`src/rtl/uart_cpu_core_if.sv`:
```
// Bus bundle between uart_cpu_core and its surroundings: instruction ROM,
// uart_rx/uart_tx byte handshakes, status flags and the debug register port.
interface uart_cpu_core_if #(
    parameter int DATA_W = 8,
    parameter int PC_W   = 8
);
    logic [PC_W-1:0]   instr_addr;
    logic [15:0]       instr_data;
    logic              rx_valid;
    logic [7:0]        rx_data;
    logic              tx_valid;
    logic [7:0]        tx_data;
    logic              tx_ready;
    logic              halted;
    logic              rx_overflow;
    logic [1:0]        dbg_sel;
    logic [DATA_W-1:0] dbg_data;

    modport master (
        output instr_addr,
        input  instr_data,
        input  rx_valid,
        input  rx_data,
        output tx_valid,
        output tx_data,
        input  tx_ready,
        output halted,
        output rx_overflow,
        input  dbg_sel,
        output dbg_data
    );

    modport slave (
        input  instr_addr,
        output instr_data,
        output rx_valid,
        output rx_data,
        input  tx_valid,
        input  tx_data,
        output tx_ready,
        input  halted,
        input  rx_overflow,
        output dbg_sel,
        input  dbg_data
    );
endinterface

```
`src/rtl/uart_cpu_core.sv`:
```
// Multi-cycle 4-register CPU core: FETCH/EXEC state machine, receive FIFO
// feeding IN, handshaked OUT towards the transmitter, jumps and HALT.
module uart_cpu_core #(
    parameter int DATA_W   = 8,
    parameter int PC_W     = 8,
    parameter int RX_DEPTH = 4
) (
    input logic             clk,
    input logic             rst,
    uart_cpu_core_if.master bus
);
    localparam int PTR_W = $clog2(RX_DEPTH);
    localparam int CNT_W = PTR_W + 1;
    localparam logic [CNT_W-1:0] DEPTH_C = CNT_W'(RX_DEPTH);

    localparam logic [3:0] OP_NOP  = 4'h0;
    localparam logic [3:0] OP_ADD  = 4'h1;
    localparam logic [3:0] OP_SUB  = 4'h2;
    localparam logic [3:0] OP_AND  = 4'h3;
    localparam logic [3:0] OP_OR   = 4'h4;
    localparam logic [3:0] OP_XOR  = 4'h5;
    localparam logic [3:0] OP_LDI  = 4'h6;
    localparam logic [3:0] OP_ADDI = 4'h7;
    localparam logic [3:0] OP_IN   = 4'h8;
    localparam logic [3:0] OP_OUT  = 4'h9;
    localparam logic [3:0] OP_JZ   = 4'hA;
    localparam logic [3:0] OP_JMP  = 4'hB;
    localparam logic [3:0] OP_HALT = 4'hF;

    typedef enum logic [2:0] {
        S_FETCH,
        S_EXEC,
        S_WAIT_IN,
        S_WAIT_OUT,
        S_HALT
    } state_t;

    state_t            state_q, state_d;
    logic [PC_W-1:0]   pc_q, pc_d;
    logic [15:0]       ir_q;
    logic [DATA_W-1:0] regs [4];
    logic              tx_valid_q;
    logic [7:0]        tx_data_q;
    logic              halted_q;
    logic              ovf_q;

    logic [7:0]        fifo_mem [RX_DEPTH];
    logic [PTR_W-1:0]  rd_ptr_q, wr_ptr_q;
    logic [CNT_W-1:0]  count_q;

    logic              ir_load, reg_we, pop, push, tx_load, tx_clr, halt_set;
    logic [DATA_W-1:0] reg_wd;

    logic [3:0]        op;
    logic [1:0]        rd, rs;
    logic [DATA_W-1:0] imm_d;
    logic [PC_W-1:0]   imm_pc;
    logic              fifo_empty;
    logic [DATA_W-1:0] fifo_head;

    function automatic logic [DATA_W-1:0] alu_result(
        input logic [3:0]        opc,
        input logic [DATA_W-1:0] a,
        input logic [DATA_W-1:0] b,
        input logic [DATA_W-1:0] imm
    );
        case (opc)
            OP_ADD:  alu_result = a + b;
            OP_SUB:  alu_result = a - b;
            OP_AND:  alu_result = a & b;
            OP_OR:   alu_result = a | b;
            OP_XOR:  alu_result = a ^ b;
            OP_LDI:  alu_result = imm;
            OP_ADDI: alu_result = a + imm;
            default: alu_result = a;
        endcase
    endfunction

    assign op         = ir_q[15:12];
    assign rd         = ir_q[11:10];
    assign rs         = ir_q[9:8];
    assign imm_d      = DATA_W'(ir_q[7:0]);
    assign imm_pc     = PC_W'(ir_q[7:0]);
    assign fifo_empty = (count_q == '0);
    assign fifo_head  = DATA_W'(fifo_mem[rd_ptr_q]);

    // A full FIFO still accepts a byte when the core pops in the same cycle.
    assign push = bus.rx_valid && ((count_q < DEPTH_C) || pop);

    always_ff @(posedge clk or posedge rst) begin
        if (rst) state_q <= S_FETCH;
        else     state_q <= state_d;
    end

    always_comb begin
        state_d  = state_q;
        pc_d     = pc_q;
        ir_load  = 1'b0;
        reg_we   = 1'b0;
        reg_wd   = '0;
        pop      = 1'b0;
        tx_load  = 1'b0;
        tx_clr   = 1'b0;
        halt_set = 1'b0;
        case (state_q)
            S_FETCH: begin
                ir_load = 1'b1;
                pc_d    = pc_q + PC_W'(1);
                state_d = S_EXEC;
            end
            S_EXEC: begin
                state_d = S_FETCH;
                case (op)
                    OP_ADD, OP_SUB, OP_AND, OP_OR, OP_XOR, OP_LDI, OP_ADDI: begin
                        reg_we = 1'b1;
                        reg_wd = alu_result(op, regs[rd], regs[rs], imm_d);
                    end
                    OP_IN: begin
                        if (!fifo_empty) begin
                            pop    = 1'b1;
                            reg_we = 1'b1;
                            reg_wd = fifo_head;
                        end else begin
                            state_d = S_WAIT_IN;
                        end
                    end
                    OP_OUT: begin
                        tx_load = 1'b1;
                        state_d = S_WAIT_OUT;
                    end
                    OP_JZ:  if (regs[rd] == '0) pc_d = imm_pc;
                    OP_JMP: pc_d = imm_pc;
                    OP_HALT: begin
                        halt_set = 1'b1;
                        state_d  = S_HALT;
                    end
                    default: ;
                endcase
            end
            S_WAIT_IN: begin
                if (!fifo_empty) begin
                    pop     = 1'b1;
                    reg_we  = 1'b1;
                    reg_wd  = fifo_head;
                    state_d = S_FETCH;
                end
            end
            S_WAIT_OUT: begin
                if (tx_valid_q && bus.tx_ready) begin
                    tx_clr  = 1'b1;
                    state_d = S_FETCH;
                end
            end
            S_HALT:  state_d = S_HALT;
            default: state_d = S_FETCH;
        endcase
    end

    always_ff @(posedge clk or posedge rst) begin
        if (rst) begin
            pc_q       <= '0;
            ir_q       <= '0;
            tx_valid_q <= 1'b0;
            tx_data_q  <= '0;
            halted_q   <= 1'b0;
            for (int i = 0; i < 4; i++) regs[i] <= '0;
        end else begin
            pc_q <= pc_d;
            if (ir_load) ir_q <= bus.instr_data;
            if (reg_we)  regs[rd] <= reg_wd;
            if (tx_load) begin
                tx_valid_q <= 1'b1;
                tx_data_q  <= regs[rs][7:0];
            end else if (tx_clr) begin
                tx_valid_q <= 1'b0;
            end
            if (halt_set) halted_q <= 1'b1;
        end
    end

    // Receive FIFO control; storage below is left unreset since count gates it.
    always_ff @(posedge clk or posedge rst) begin
        if (rst) begin
            rd_ptr_q <= '0;
            wr_ptr_q <= '0;
            count_q  <= '0;
            ovf_q    <= 1'b0;
        end else begin
            if (push) wr_ptr_q <= wr_ptr_q + PTR_W'(1);
            if (pop)  rd_ptr_q <= rd_ptr_q + PTR_W'(1);
            if (push && !pop)      count_q <= count_q + CNT_W'(1);
            else if (pop && !push) count_q <= count_q - CNT_W'(1);
            if (bus.rx_valid && !push) ovf_q <= 1'b1;
        end
    end

    always_ff @(posedge clk) begin
        if (push) fifo_mem[wr_ptr_q] <= bus.rx_data;
    end

    assign bus.instr_addr  = pc_q;
    assign bus.tx_valid    = tx_valid_q;
    assign bus.tx_data     = tx_data_q;
    assign bus.halted      = halted_q;
    assign bus.rx_overflow = ovf_q;
    assign bus.dbg_data    = regs[bus.dbg_sel];
endmodule

```
`src/flat_wrapper.sv`:
```
// flat-port wrapper written by rule: the top's interface ports become plain ports
module uart_cpu_core_flat 
#(
    parameter int DATA_W   = 8,
    parameter int PC_W     = 8,
    parameter int RX_DEPTH = 4
)
  (clk, rst, bus_instr_addr, bus_instr_data, bus_rx_valid, bus_rx_data, bus_tx_valid, bus_tx_data, bus_tx_ready, bus_halted, bus_rx_overflow, bus_dbg_sel, bus_dbg_data);
  uart_cpu_core_if #(.DATA_W(DATA_W), .PC_W(PC_W)) bus_i ();
  input logic clk;
  input logic rst;
  output wire logic [$bits(bus_i.instr_addr)-1:0] bus_instr_addr;
  input wire logic [$bits(bus_i.instr_data)-1:0] bus_instr_data;
  input wire logic [$bits(bus_i.rx_valid)-1:0] bus_rx_valid;
  input wire logic [$bits(bus_i.rx_data)-1:0] bus_rx_data;
  output wire logic [$bits(bus_i.tx_valid)-1:0] bus_tx_valid;
  output wire logic [$bits(bus_i.tx_data)-1:0] bus_tx_data;
  input wire logic [$bits(bus_i.tx_ready)-1:0] bus_tx_ready;
  output wire logic [$bits(bus_i.halted)-1:0] bus_halted;
  output wire logic [$bits(bus_i.rx_overflow)-1:0] bus_rx_overflow;
  input wire logic [$bits(bus_i.dbg_sel)-1:0] bus_dbg_sel;
  output wire logic [$bits(bus_i.dbg_data)-1:0] bus_dbg_data;
  assign bus_instr_addr = bus_i.instr_addr;
  assign bus_i.instr_data = bus_instr_data;
  assign bus_i.rx_valid = bus_rx_valid;
  assign bus_i.rx_data = bus_rx_data;
  assign bus_tx_valid = bus_i.tx_valid;
  assign bus_tx_data = bus_i.tx_data;
  assign bus_i.tx_ready = bus_tx_ready;
  assign bus_halted = bus_i.halted;
  assign bus_rx_overflow = bus_i.rx_overflow;
  assign bus_i.dbg_sel = bus_dbg_sel;
  assign bus_dbg_data = bus_i.dbg_data;
  uart_cpu_core #(.DATA_W(DATA_W), .PC_W(PC_W), .RX_DEPTH(RX_DEPTH)) u_core (.clk(clk), .rst(rst), .bus(bus_i));
endmodule
```
`config.mk`:
```
export PLATFORM = sky130hd
export DESIGN_NAME = uart_cpu_core_flat
export DESIGN_NICKNAME = d
export VERILOG_FILES = /design/src/rtl/uart_cpu_core_if.sv /design/src/rtl/uart_cpu_core.sv /design/src/flat_wrapper.sv
export SDC_FILE = /design/constraint.sdc
export NUM_CORES = 1
export LEC_CHECK = 0
export CORE_ASPECT_RATIO = 0.9
export CORE_MARGIN = 1.5
export CORE_UTILIZATION = 30
export CTS_BUF_LIST = sky130_fd_sc_hd__clkbuf_8
export DETAILED_ROUTE_END_ITERATION = 7
export PLACE_DENSITY_LB_ADDON = 0.15
export SLEW_MARGIN = 20
export SYNTH_ARGS = -nofsm -noshare
export SYNTH_HDL_FRONTEND = slang
export SYNTH_SLANG_ARGS = --single-unit
```
`constraint.sdc`:
```
create_clock -name clk -period 3 [get_ports clk]
set_clock_uncertainty 0.1 [all_clocks]
set_input_delay 0.45 -clock clk [delete_from_list [all_inputs] [get_ports clk]]
set_output_delay 0.45 -clock clk [all_outputs]
set_load 0.1 [all_outputs]
```
==> results by group <==
Detailed routing
  • Mean routed wirelength per cell: 18.6 um
  • Vias after detailed routing: 4,722
  • Detailed router's first-iteration violation count: 305
  • Remaining antenna violation count: 0
  • Drt drc: 0
  • Sum of routed wire length over all layers: 17,300 um
  • Total iterations of the first detailed-routing run: 5
  • Via-to-Cell Ratio: 5.07

Clocking
  • Number of buffers inserted for hold repair after clock tree synthesis: 0
  • Number of sinks driven by the clock tree: 109
  • CTS max path bufs: 2
  • Clk Latency, worst-skew pair: 0.39 ns
  • Root buffer cell: clkbuf_8
  • H-tree lvl count: 3
  • Clock tree from TritonCTS: built
  • Clock transition at the registers of the reported paths: 0.11 ns
  • Clock buffers created by TritonCTS: 9

Worst setup path
  • Buffers & Inverters on Critical Path: 2
  • Crit path max-delay cell type: mux4_2
  • Critical path start-end classification: flop to flop
  • WP data arrival: 3.44 ns
  • Startpoint of the worst register-to-register path: u_core.ir_q[9]$_DFFE_PP0N_
  • Maximum net fanout on the critical path: 4
  • Family with the most delay on the worst path: compound AO/OA/AOI/OAI gates
  • CP startpoint: u_core.ir_q[9]$_DFFE_PP0N_
  • Worst-path cell chain: buf_6 > buf_6 > mux4_2 > xor2_1 > o221ai_1 > ha_1 > a21oi_2 > o21bai_1 > a21o_1 > a21oi_2 > xor2_1 > o21ai_2 > mux2_4
  • Critical path endpoint category: flop
  • Startpoint types: flop
  • Slowest stage delay, CP: 0.59 ns
  • Endpoint required time on the critical path: 3.18 ns

Synth
  • Count of distinct cell types in the synthesized netlist: 62
  • Mapped Nets: 597
  • Mean post-synth cell area: 11.9 um^2
  • Fraction of synthesis flops using an asynchronous set or reset pin: 0.706
  • Cell count after synthesis: 535
  • Post-synth EDFFs: 32
  • Summed instance area of the synthesized netlist: 6360 um^2
  • Sequential share of the synthesized area: 0.454
  • Count of warnings emitted by yosys: 0
  • Register bit count reported by yosys: 109
  • Commonest register cell after synthesis: dfrtp_1

Global route
  • Number of global-route vias before repair: 4,850
  • Global-route wire length before repair: 27,300 um
  • All-layer global routing usage: 0.164
  • Congestion Overflow GR: 0
  • Pin count of the biggest net entering global routing: 43
  • Antenna violations before repair: 0

Timing
  • Setup violators final: 24
  • Highest Clock Rate: 306 MHz
  • Share of the clock period used by the worst path: 1.09
  • RSZ-0062 raised after global routing: yes
  • Setup ws final: -0.263 ns
  • Total negative slack: -4.52 ns
  • Worst hold slack: 0.385 ns
  • Endpoints failing hold: 0
  • Slew Limit Fails: 0
  • Worst relative slew slack: 0.475
  • Worst-margin pin slew: 0.787 ns
  • Min Clock Period, post-route: 3.26 ns

Layout
  • Layout-stage area growth over the synthesis result: 26.7%
  • Number of nets in the layout: 703
  • Highest-count cells in the layout ignoring fill and taps: 87 x buf_4, 75 x dfrtp_1, 44 x nand2_1
  • Final Util: 0.387
  • Diode count: 0
  • Most common cell after layout, fill and taps aside: buf_4
  • Combined area of the multi-input logic cells: 3370 um^2
  • Number of standard cells in the layout, taps in and fillers out: 932
  • Area taken by flip-flops and latches: 2890 um^2
  • Layout filler cell count: 2,037
  • Ratio of cells with drive above 1 in the final layout: 0.356

Power and ir drop
  • Power density relative to cell area: 1190 nW/um^2
  • Leakage dissipation: 3.35 nW
  • Worst IR drop on VDD: 0.370 mV

Placed design
  • Placed wire-length estimate after detailed placement: 13,000 um
  • IO buf count: 56
  • Placed cells: 911
  • Global placement routability congestion: 0.850

Die
  • Starting density of the core: 0.305
  • Top Ports: 57
  • Height of the die: 141 um
  • Die Area: 22,100 um^2
  • Die X-Extent: 157 um
  • Core region area: 20,800 um^2
  • Number of standard-cell rows in the floorplan: 50

Outcome
  • Status: complete, but fails checks
  • Failing checks: negative setup slack

Flow run
  • Max-capacitance violation count: 0

Min path
  • Worst hold path class: flop to flop
  • Hold path startpoint: u_core.bus.rx_overflow$_DFFE_PP0P_
==> worst reg2reg max path, stage by stage, from the launching register on <==
cell	delay, ns
dfrtp_2	0.42
buf_6	0.11
buf_6	0.09
mux4_2	0.59
xor2_1	0.18
o221ai_1	0.18
ha_1	0.30
a21oi_2	0.15
o21bai_1	0.11
a21o_1	0.20
a21oi_2	0.14
xor2_1	0.18
o21ai_2	0.11
mux2_4	0.29
==> synth_stat cells, types with 3 or more instances <==
cell | n | share of area
a21boi_0 | 3 | 0.0035
buf_6 | 3 | 0.0053
edfxtp_1 | 32 | 0.15
buf_2 | 9 | 0.0071
a311oi_1 | 3 | 0.0041
mux2i_1 | 5 | 0.0079
dfrtp_1 | 77 | 0.30
o22ai_1 | 4 | 0.0039
nor2_1 | 20 | 0.012
nand2_1 | 45 | 0.027
nand2b_1 | 4 | 0.0039
ha_1 | 30 | 0.059
nand3_1 | 9 | 0.0071
nor2b_1 | 7 | 0.0069
inv_2 | 4 | 0.0024
a21o_1 | 3 | 0.0035
inv_1 | 26 | 0.015
o21ai_1 | 17 | 0.013
mux2_1 | 15 | 0.027
o21ai_0 | 12 | 0.0094
o221ai_1 | 3 | 0.0041
a21oi_1 | 22 | 0.017
xor2_1 | 7 | 0.0096
clkbuf_1 | 17 | 0.010
nor3_1 | 5 | 0.0039
o22a_1 | 9 | 0.012
mux4_2 | 32 | 0.11
o21bai_1 | 3 | 0.0035
mux2_2 | 29 | 0.051
xnor2_1 | 10 | 0.014
or3_1 | 3 | 0.0029
a22o_1 | 8 | 0.011
a31oi_1 | 9 | 0.0088
and2_1 | 5 | 0.0049
a22oi_1 | 11 | 0.013
==> sequential cells by signal (all words and copies together), names as in the netlist <==
register and flops:
u_core.fifo_mem 32, u_core.regs 32, u_core.ir_q 16, u_core.bus.instr_addr 8, u_core.bus.tx_data 8, u_core.count_q 3
u_core.state_q 3, u_core.rd_ptr_q 2, u_core.wr_ptr_q 2, u_core.bus.halted 1, u_core.bus.rx_overflow 1, u_core.bus.tx_valid 1
==> cell families (layout without fill, tap and decap cells) <==
family,count (synthesis),count (layout),share of synthesized area
compound gates,118,118,0.123
simple gates,115,115,0.0920
flops,109,109,0.454
mux,81,81,0.199
buf+inv,63,174,0.0436
fa+ha+maj,32,32,0.0653
xor+xnor,17,17,0.0234
==> where the power goes <==
part	total (mW)	internal [mW]	switching, mW
registers	2.57	2.03	0.541
logic	6.21	2.66	3.55
clock network	0.830	0.302	0.528
==> metrics by stage <==
stage                     total power, mW  instance area [um^2]  setup WS [ns]
after global placement               8.47                  7720         -0.225
after floorplan                      6.59                  6410         -0.169
after CTS                            9.48                  7940         -0.251
after global routing                 10.3                  8060         -0.425
final                                9.61                  8060         -0.263
after detailed placement             8.54                  7720         -0.271
==> final cells by class <==
type,instances,share of cell area
repair buffers,128,0.145
well taps,286,0.0444
flip-flops and latches,109,0.359
multi-input cells,363,0.418
clock inverters,7,0.00543
inverters,30,0.0141
clock buffers,9,0.0154
==> timing repair <==
action,4_1_cts,5_1_grt
pin swaps,15,23
endpoints found under the setup margin,24,39
gates resized for setup,8,32
buffers inserted,2,5
endpoints found under the hold margin,0,0
==> worst paths after layout <==
check                                                      to  slack, ns  cells past startpoint
setup / recovery                  u_core.regs[30]$_DFFE_PP0P_      -0.26                     13
hold / removal             u_core.bus.rx_overflow$_DFFE_PP0P_       0.38                      1
setup reg to reg                  u_core.regs[30]$_DFFE_PP0P_      -0.26                     13
hold reg to reg            u_core.bus.rx_overflow$_DFFE_PP0P_       0.38                      1
max in group asynchronous      u_core.rd_ptr_q[1]$_DFFE_PP0P_       1.76                      3
min in group asynchronous     u_core.bus.tx_valid$_DFFE_PP0P_       0.39                      2
==> metal layers <==
metal | up-vias | global-route usage | wire (um)
met3 | 14 | 0.0289 | 885
met5 | - | 0 | 0
met4 | 0 | 0.0441 | 189
met2 | 124 | 0.264 | 8280
met1 | 2380 | 0.227 | 7960
li1 | 2204 | - | -
No activity file was read; power rests on OpenSTA's default activity.
